**src/rtl/idma_inst64_cmd_sequencer.sv**
```systemverilog
// Decodes Snitch inst64 DMA offloads into iDMA backend requests. It keeps the transfer
// configuration in shadow registers and counts issued and completed transfers.
module idma_inst64_cmd_sequencer #(
  parameter int unsigned AddrWidth      = 64,
  parameter int unsigned UserWidth      = 32,
  parameter int unsigned IdWidth        = 32,
  parameter int unsigned MaxOutstanding = 8
) (
  input  logic                 clk_i,
  input  logic                 rst_i,
  input  logic                 acc_qvalid_i,
  output logic                 acc_qready_o,
  input  logic [31:0]          acc_qdata_op_i,
  input  logic [63:0]          acc_qdata_arga_i,
  input  logic [63:0]          acc_qdata_argb_i,
  input  logic [4:0]           acc_qid_i,
  output logic                 acc_pvalid_o,
  input  logic                 acc_pready_i,
  output logic [63:0]          acc_pdata_o,
  output logic [4:0]           acc_pid_o,
  output logic                 req_valid_o,
  input  logic                 req_ready_i,
  output logic [AddrWidth-1:0] req_src_o,
  output logic [AddrWidth-1:0] req_dst_o,
  output logic [AddrWidth-1:0] req_len_o,
  output logic [AddrWidth-1:0] req_src_stride_o,
  output logic [AddrWidth-1:0] req_dst_stride_o,
  output logic [AddrWidth-1:0] req_reps_o,
  output logic                 req_2d_o,
  output logic                 req_decouple_o,
  output logic [UserWidth-1:0] req_user_o,
  input  logic                 rsp_valid_i,
  output logic                 busy_o,
  output logic                 illegal_o
);

  typedef enum logic [1:0] {StIdle = 2'd0, StIssue = 2'd1, StResp = 2'd2} state_e;
  typedef enum logic [3:0] {
    KIllegal = 4'd0, KSrc = 4'd1, KDst = 4'd2, KCpyi = 4'd3, KCpy = 4'd4,
    KStati = 4'd5, KStat = 4'd6, KStr = 4'd7, KRep = 4'd8, KUser = 4'd9
  } kind_e;

  localparam logic [IdWidth-1:0] MaxOut = IdWidth'(MaxOutstanding);

  state_e                 state_q, state_d;
  kind_e                  kind_s;
  logic [AddrWidth-1:0]   src_q, src_d, dst_q, dst_d, len_q, len_d;
  logic [AddrWidth-1:0]   sstr_q, sstr_d, dstr_q, dstr_d, reps_q, reps_d;
  logic [UserWidth-1:0]   user_q, user_d;
  logic [1:0]             cfg_q, cfg_d;
  logic [IdWidth-1:0]     issue_q, issue_d, done_q, done_d, out_d, outstanding_s;
  logic                   qready_q, qready_d, pvalid_q, pvalid_d, req_valid_q, req_valid_d;
  logic                   busy_q, busy_d, illegal_q, illegal_d;
  logic [63:0]            pdata_q, pdata_d, status_s, pair_s;
  logic [4:0]             pid_q, pid_d, rd_s, rs1_s, rs2_s, sel_s, cfg_sel_s;
  logic                   accept_s, hs_s, comp_s;

  assign rd_s          = acc_qdata_op_i[11:7];
  assign rs1_s         = acc_qdata_op_i[19:15];
  assign rs2_s         = acc_qdata_op_i[24:20];
  assign pair_s        = {acc_qdata_argb_i[31:0], acc_qdata_arga_i[31:0]};
  assign outstanding_s = issue_q - done_q;
  assign accept_s      = acc_qvalid_i & qready_q;
  assign hs_s          = req_valid_q & req_ready_i;
  assign comp_s        = rsp_valid_i & (outstanding_s != '0);

  // Instruction decode, including the must-be-zero register fields.
  always_comb begin
    kind_s = KIllegal;
    if ((acc_qdata_op_i[6:0] == 7'b0101011) && (acc_qdata_op_i[14:12] == 3'b000)) begin
      case (acc_qdata_op_i[31:25])
        7'b0000000: kind_s = (rd_s == 5'd0) ? KSrc : KIllegal;
        7'b0000001: kind_s = (rd_s == 5'd0) ? KDst : KIllegal;
        7'b0000010: kind_s = KCpyi;
        7'b0000011: kind_s = KCpy;
        7'b0000100: kind_s = (rs1_s == 5'd0) ? KStati : KIllegal;
        7'b0000101: kind_s = (rs1_s == 5'd0) ? KStat : KIllegal;
        7'b0000110: kind_s = (rd_s == 5'd0) ? KStr : KIllegal;
        7'b0000111: kind_s = ((rd_s == 5'd0) && (rs2_s == 5'd0)) ? KRep : KIllegal;
        7'b0001000: kind_s = (rd_s == 5'd0) ? KUser : KIllegal;
        default:    kind_s = KIllegal;
      endcase
    end else begin
      kind_s = KIllegal;
    end
  end

  // Status word returned by DMSTAT/DMSTATI, evaluated in the accept cycle.
  always_comb begin
    sel_s     = (kind_s == KStati) ? rs2_s : acc_qdata_argb_i[4:0];
    cfg_sel_s = (kind_s == KCpyi) ? rs2_s : acc_qdata_argb_i[4:0];
    case (sel_s)
      5'd0:    status_s = 64'(done_q);
      5'd1:    status_s = 64'(issue_q);
      5'd2:    status_s = {63'd0, (outstanding_s != '0)};
      5'd3:    status_s = {63'd0, (outstanding_s == MaxOut)};
      default: status_s = 64'd0;
    endcase
  end

  // Next-state logic for the sequencer, shadow registers and transfer counters.
  always_comb begin
    state_d   = state_q;
    src_d     = src_q;
    dst_d     = dst_q;
    len_d     = len_q;
    sstr_d    = sstr_q;
    dstr_d    = dstr_q;
    reps_d    = reps_q;
    user_d    = user_q;
    cfg_d     = cfg_q;
    pvalid_d  = pvalid_q;
    pdata_d   = pdata_q;
    pid_d     = pid_q;
    illegal_d = 1'b0;
    issue_d   = hs_s ? (issue_q + IdWidth'(1)) : issue_q;
    done_d    = comp_s ? (done_q + IdWidth'(1)) : done_q;
    case (state_q)
      StIdle: begin
        if (accept_s) begin
          case (kind_s)
            KSrc:  src_d  = pair_s[AddrWidth-1:0];
            KDst:  dst_d  = pair_s[AddrWidth-1:0];
            KStr: begin
              sstr_d = acc_qdata_arga_i[AddrWidth-1:0];
              dstr_d = acc_qdata_argb_i[AddrWidth-1:0];
            end
            KRep:  reps_d = acc_qdata_arga_i[AddrWidth-1:0];
            KUser: user_d = pair_s[UserWidth-1:0];
            KCpyi, KCpy: begin
              len_d   = acc_qdata_arga_i[AddrWidth-1:0];
              cfg_d   = cfg_sel_s[1:0];
              pid_d   = acc_qid_i;
              state_d = StIssue;
            end
            KStati, KStat: begin
              pid_d    = acc_qid_i;
              pdata_d  = status_s;
              pvalid_d = 1'b1;
              state_d  = StResp;
            end
            default: illegal_d = 1'b1;
          endcase
        end else begin
          state_d = StIdle;
        end
      end
      StIssue: begin
        if (hs_s) begin
          pdata_d  = 64'(issue_q);
          pvalid_d = 1'b1;
          state_d  = StResp;
        end else begin
          state_d = StIssue;
        end
      end
      StResp: begin
        if (acc_pready_i) begin
          pvalid_d = 1'b0;
          state_d  = StIdle;
        end else begin
          state_d = StResp;
        end
      end
      default: begin
        pvalid_d = 1'b0;
        state_d  = StIdle;
      end
    endcase
    // Outputs are registered, so they are derived from the next-cycle counters.
    out_d       = issue_d - done_d;
    req_valid_d = (state_d == StIssue) && (out_d < MaxOut);
    qready_d    = (state_d == StIdle);
    busy_d      = (out_d != '0);
  end

  // State, shadow and output registers with synchronous reset.
  always_ff @(posedge clk_i) begin
    if (rst_i) begin
      state_q     <= StIdle;
      src_q       <= '0;
      dst_q       <= '0;
      len_q       <= '0;
      sstr_q      <= '0;
      dstr_q      <= '0;
      reps_q      <= '0;
      user_q      <= '0;
      cfg_q       <= 2'b00;
      issue_q     <= '0;
      done_q      <= '0;
      qready_q    <= 1'b1;
      pvalid_q    <= 1'b0;
      pdata_q     <= 64'd0;
      pid_q       <= 5'd0;
      req_valid_q <= 1'b0;
      busy_q      <= 1'b0;
      illegal_q   <= 1'b0;
    end else begin
      state_q     <= state_d;
      src_q       <= src_d;
      dst_q       <= dst_d;
      len_q       <= len_d;
      sstr_q      <= sstr_d;
      dstr_q      <= dstr_d;
      reps_q      <= reps_d;
      user_q      <= user_d;
      cfg_q       <= cfg_d;
      issue_q     <= issue_d;
      done_q      <= done_d;
      qready_q    <= qready_d;
      pvalid_q    <= pvalid_d;
      pdata_q     <= pdata_d;
      pid_q       <= pid_d;
      req_valid_q <= req_valid_d;
      busy_q      <= busy_d;
      illegal_q   <= illegal_d;
    end
  end

  assign acc_qready_o     = qready_q;
  assign acc_pvalid_o     = pvalid_q;
  assign acc_pdata_o      = pdata_q;
  assign acc_pid_o        = pid_q;
  assign req_valid_o      = req_valid_q;
  assign req_src_o        = src_q;
  assign req_dst_o        = dst_q;
  assign req_len_o        = len_q;
  assign req_src_stride_o = sstr_q;
  assign req_dst_stride_o = dstr_q;
  assign req_reps_o       = reps_q;
  assign req_2d_o         = cfg_q[1];
  assign req_decouple_o   = cfg_q[0];
  assign req_user_o       = user_q;
  assign busy_o           = busy_q;
  assign illegal_o        = illegal_q;

endmodule

```
**config.mk**
```make
export PLATFORM = sky130hd
export DESIGN_NAME = idma_inst64_cmd_sequencer
export DESIGN_NICKNAME = d
export VERILOG_FILES = /design/src/rtl/idma_inst64_cmd_sequencer.sv
export SDC_FILE = /design/constraint.sdc
export NUM_CORES = 1
export LEC_CHECK = 0
export BUFFER_PORTS_ARGS = -buffer_cell sky130_fd_sc_hd__clkbuf_2
export CAP_MARGIN = 20
export CORE_AREA = 2 2 257 259
export CTS_BUF_LIST = sky130_fd_sc_hd__clkbuf_8
export DETAILED_ROUTE_END_ITERATION = 7
export DIE_AREA = 0 0 259 261
export PLACE_DENSITY = 0.6
export SLEW_MARGIN = 25
export SYNTH_ARGS = -nofsm -noshare
export SYNTH_HDL_FRONTEND = slang
export SYNTH_SLANG_ARGS = --single-unit
export TNS_END_PERCENT = 20
```
**constraint.sdc**
```tcl
create_clock -name clk_i -period 14.1 [get_ports clk_i]
set_input_delay 0.705 -clock clk_i [delete_from_list [all_inputs] [get_ports clk_i]]
set_output_delay 0.705 -clock clk_i [all_outputs]
set_load 0.1 [all_outputs]
```
==> impl_summary.log <==
[metrics] status: complete, no violations
[metrics] Critical Path Source Type: register
[metrics] First DRT Iteration DRCs: around 2400
[metrics] HPWL after detailed placement: 69390 um
[metrics] worst setup timing slack at the placement stage: 6.466 ns
[metrics] CTS tree: built
[metrics] Worst Hold Slack: around 0.23 ns
[metrics] highest achievable clock rate: between 100 and 150 MHz
[metrics] root buffer cell: clkbuf_8
[metrics] number of warnings printed during yosys synthesis: 0
[metrics] number of endpoints with negative hold slack in the final report: 0
[metrics] Max Root-Sink Buffers: 3
[metrics] IO buf count: 630
[metrics] sum of negative setup slack: 0 ns
[metrics] Area Overhead vs Synth: 23.65%
[metrics] Num CTS Buffers: 89
[metrics] Total Nets Final: 3781
[metrics] fraction of layout instances using a drive strength above 1: 0.2249
[metrics] initial antenna violation count: 7
[metrics] Site Rows: 94
[metrics] transition at the pin with the smallest max-transition slack: a little over 1 ns
[metrics] Final Power: 3.127 mW
[metrics] Die Wd: between 200 and 300 um
[metrics] data arrival time of the worst path: roughly 8.2 ns
[metrics] Reg clk slew, reported paths: around 0.070 ns
[metrics] power density cells: between 100 and 150 mW/mm^2
[metrics] Yosys reg bits: roughly 530
[metrics] Layout fillers: 6696
[metrics] post-CTS setup buffer count: 0
[metrics] worst min path class: in2reg
[metrics] number of antenna-violating nets in the routed design: 0
[metrics] worst clock skew on the final layout: between 0.04 and 0.05 ns
[metrics] count of endpoints failing setup in the final report: 0
[metrics] count of placed standard cells in the final layout, fillers left out: approximately 4500
[metrics] synthesized area per cell: a little under 8 um^2
[metrics] number of pins with negative max-slew slack in the final report: 0
[metrics] GR Overflow Total: 0
[metrics] die outline area: about 0.068 mm^2
[metrics] first-pass GRT wire length: roughly 130000 um
[metrics] total number of H-tree levels: 3
[metrics] CTS hold repair buffers: 0
[metrics] largest net degree at the start of global routing: roughly 100
[metrics] number of search-and-repair iterations in the first detailed-routing pass: 5
[metrics] total of max-cap violations: 0
[metrics] placed insts: ~4300
[metrics] count of instances resized after the clock tree is built: 0
[metrics] area of the mapped netlist: around 0.023 mm^2
[metrics] number of global-route vias before repair: 20420
[metrics] vias: around 23000
[metrics] Yosys cell types: 76
[metrics] RSZ-0062 raised after global routing: no
[metrics] Skew-Pair Late Insertion Delay: a little over 0.7 ns
[metrics] peak supply drop: about 0.056 mV
[metrics] Via-to-Cell Ratio: roughly 5.1
[metrics] clock period minus worst slack: about 7.6 ns
[metrics] core occupancy in the finished layout: 0.4425
[metrics] number of enable flip-flop cells after synthesis: 0
[metrics] Most used DFF post-synth: dfxtp_1
[metrics] required time at the worst-slack endpoint: approximately 15 ns
[metrics] relative slew slack: 0.3128
[metrics] Synth Instances: between 2000 and 3000
[metrics] leak pwr: between 10 and 15 nW
[metrics] critical path type: reg2reg
[metrics] element type at the critical path end: register
[metrics] average wire per cell in the routed design: around 21 um
[metrics] initial core utilization: 0.3579
[metrics] Final period util: 0.5410
[metrics] fin area: about 0.029 mm^2
[metrics] DRC viols: 0
[metrics] GRT Total Usage: 0.2629
[metrics] floorplan core area: between 0.06 and 0.07 mm^2
[metrics] largest fanout of any net on the critical path: 10
[metrics] final weighted congestion in routability-driven placement: 0.9309
[metrics] FFs w/ async S/R, synth: 0
[metrics] height of the die: 261 um
[metrics] sequential fraction of the synthesis area: 0.4524
[metrics] clock sink count: between 500 and 600
[metrics] number of top-level pins: roughly 660
[metrics] post-route worst setup slack: approximately 6.5 ns
[metrics] placed inst area: around 0.027 mm^2
[metrics] final routed wirelength across all metal layers: ~94000 um
==> state kept, by name, indices dropped and copies added (netlist names), 64 cells and up <==
signal and cells:
req_src_o 64, req_dst_stride_o 64, req_dst_o 64, req_src_stride_o 64, req_len_o 64, req_reps_o 64
==> critical path, stage by stage (launching register included) <==
cell,delay (ns)
dfxtp_1,0.38
inv_1,0.08
ha_1,0.34
a21o_1,0.24
a211o_1,0.30
o22ai_2,0.22
o31a_1,0.37
mux2_2,0.38
nor4_1,0.29
nand4_1,0.14
or4_4,0.56
o211ai_2,0.55
nor2_1,0.11
xnor2_1,0.23
ha_1,0.33
a21o_1,0.20
a21o_1,0.18
or3_1,0.30
o21ai_0,0.48
nand2_1,0.21
a31oi_1,0.32
o21ai_0,0.18
xnor2_1,0.16
nand3_1,0.08
or4_1,0.51
nor4_1,0.23
a31oi_1,0.13
==> layer usage <==
metal | vias to the layer above | share of wire | global-route usage
met3 | 151 | 0.079 | 0.06310
met1 | 10780 | 0.44 | 0.3555
li1 | 11150 | - | -
met4 | 4 | 0.033 | 0.09602
met2 | 888 | 0.45 | 0.4075
met5 | - | 0.00021 | 0
==> logic make-up (layout without fill, tap and decap cells) <==
logic type	after synthesis	in the layout	share of synthesized area
AO/OA/AOI/OAI	689	689	0.1710
XOR/XNOR	94	94	0.03596
adder cells (fa/ha/maj)	65	65	0.03526
buffers and inverters	263	862	0.04854
flip-flops	526	526	0.4524
multiplexers	49	49	0.02118
other	1	37	0.0001611
AND/OR/NAND/NOR	1298	1298	0.2355
==> layout by cell type (no fill, tap or decap), types with 51 or more instances in the layout <==
cell / n
nand2_1: 863
clkbuf_2: 629
dfxtp_1: 526
a21oi_1: 453
nor2_1: 179
clkbuf_8: 110
inv_1: 84
xnor2_1: 70
ha_1: 64
o21ai_0: 51
==> final timing paths <==
check	slack [ns]	depth (start not counted)	endpoint	startpoint
worst max-delay path	6.47	26	busy_o$_SDFF_PP0_	done_q[3]$_SDFF_PP0_
worst min-delay path	0.23	3	req_dst_stride_o[37]$_SDFFE_PP0P_	acc_qdata_argb_i[37]
worst max register to register	6.47	26	busy_o$_SDFF_PP0_	done_q[3]$_SDFF_PP0_
worst min register to register	0.45	2	req_dst_stride_o[26]$_SDFFE_PP0P_	req_dst_stride_o[26]$_SDFFE_PP0P_
==> Yosys cell counts, types with 5 or more instances <==
cell,number,share of area
clkbuf_1,159,0.026
buf_4,33,0.011
and3_1,17,0.0046
a22oi_1,31,0.010
xnor2_1,70,0.026
or4_1,7,0.0023
nand2_1,865,0.14
nor3b_1,9,0.0029
a211oi_1,42,0.014
a31oi_1,10,0.0027
nor2_1,182,0.029
or3_1,14,0.0038
o21a_1,9,0.0029
nand4_1,18,0.0048
inv_1,50,0.0081
nor4_1,18,0.0048
a21o_1,20,0.0065
nor3_1,31,0.0067
or2_2,6,0.0016
and2_1,15,0.0040
mux2i_1,47,0.020
xor2_1,23,0.0087
buf_2,15,0.0032
ha_1,64,0.034
nand3_1,36,0.0077
buf_1,6,0.00097
nand2b_1,15,0.0040
o21bai_1,6,0.0019
o211ai_1,13,0.0042
a21oi_1,453,0.097
o21ai_0,51,0.011
nor2b_1,44,0.012
a211o_1,5,0.0019
nand3b_1,5,0.0016
dfxtp_1,526,0.45
o31a_1,5,0.0019
==> final cells by class <==
type                       instances  area (um^2)  share of cell area
tap                              864         1081             0.03756
clock inverter                    51        336.6             0.01169
timing repair buffer             651         3322              0.1154
antenna                            5        12.51           0.0004347
sequential                       526        10530              0.3659
clock buffer                     110         1514             0.05260
inverter                          50        187.7            0.006521
multi-input combinational       2227        11800              0.4099
==> power breakdown <==
group / total (mW) / switching (mW) / internal [mW]
combinational: 0.213 / 0.152 / 0.0603
sequential: 1.49 / 0.00148 / 1.49
clock: 1.43 / 0.675 / 0.751
total: 3.13 / 0.828 / 2.30
(Power assumes the default switching activity.)
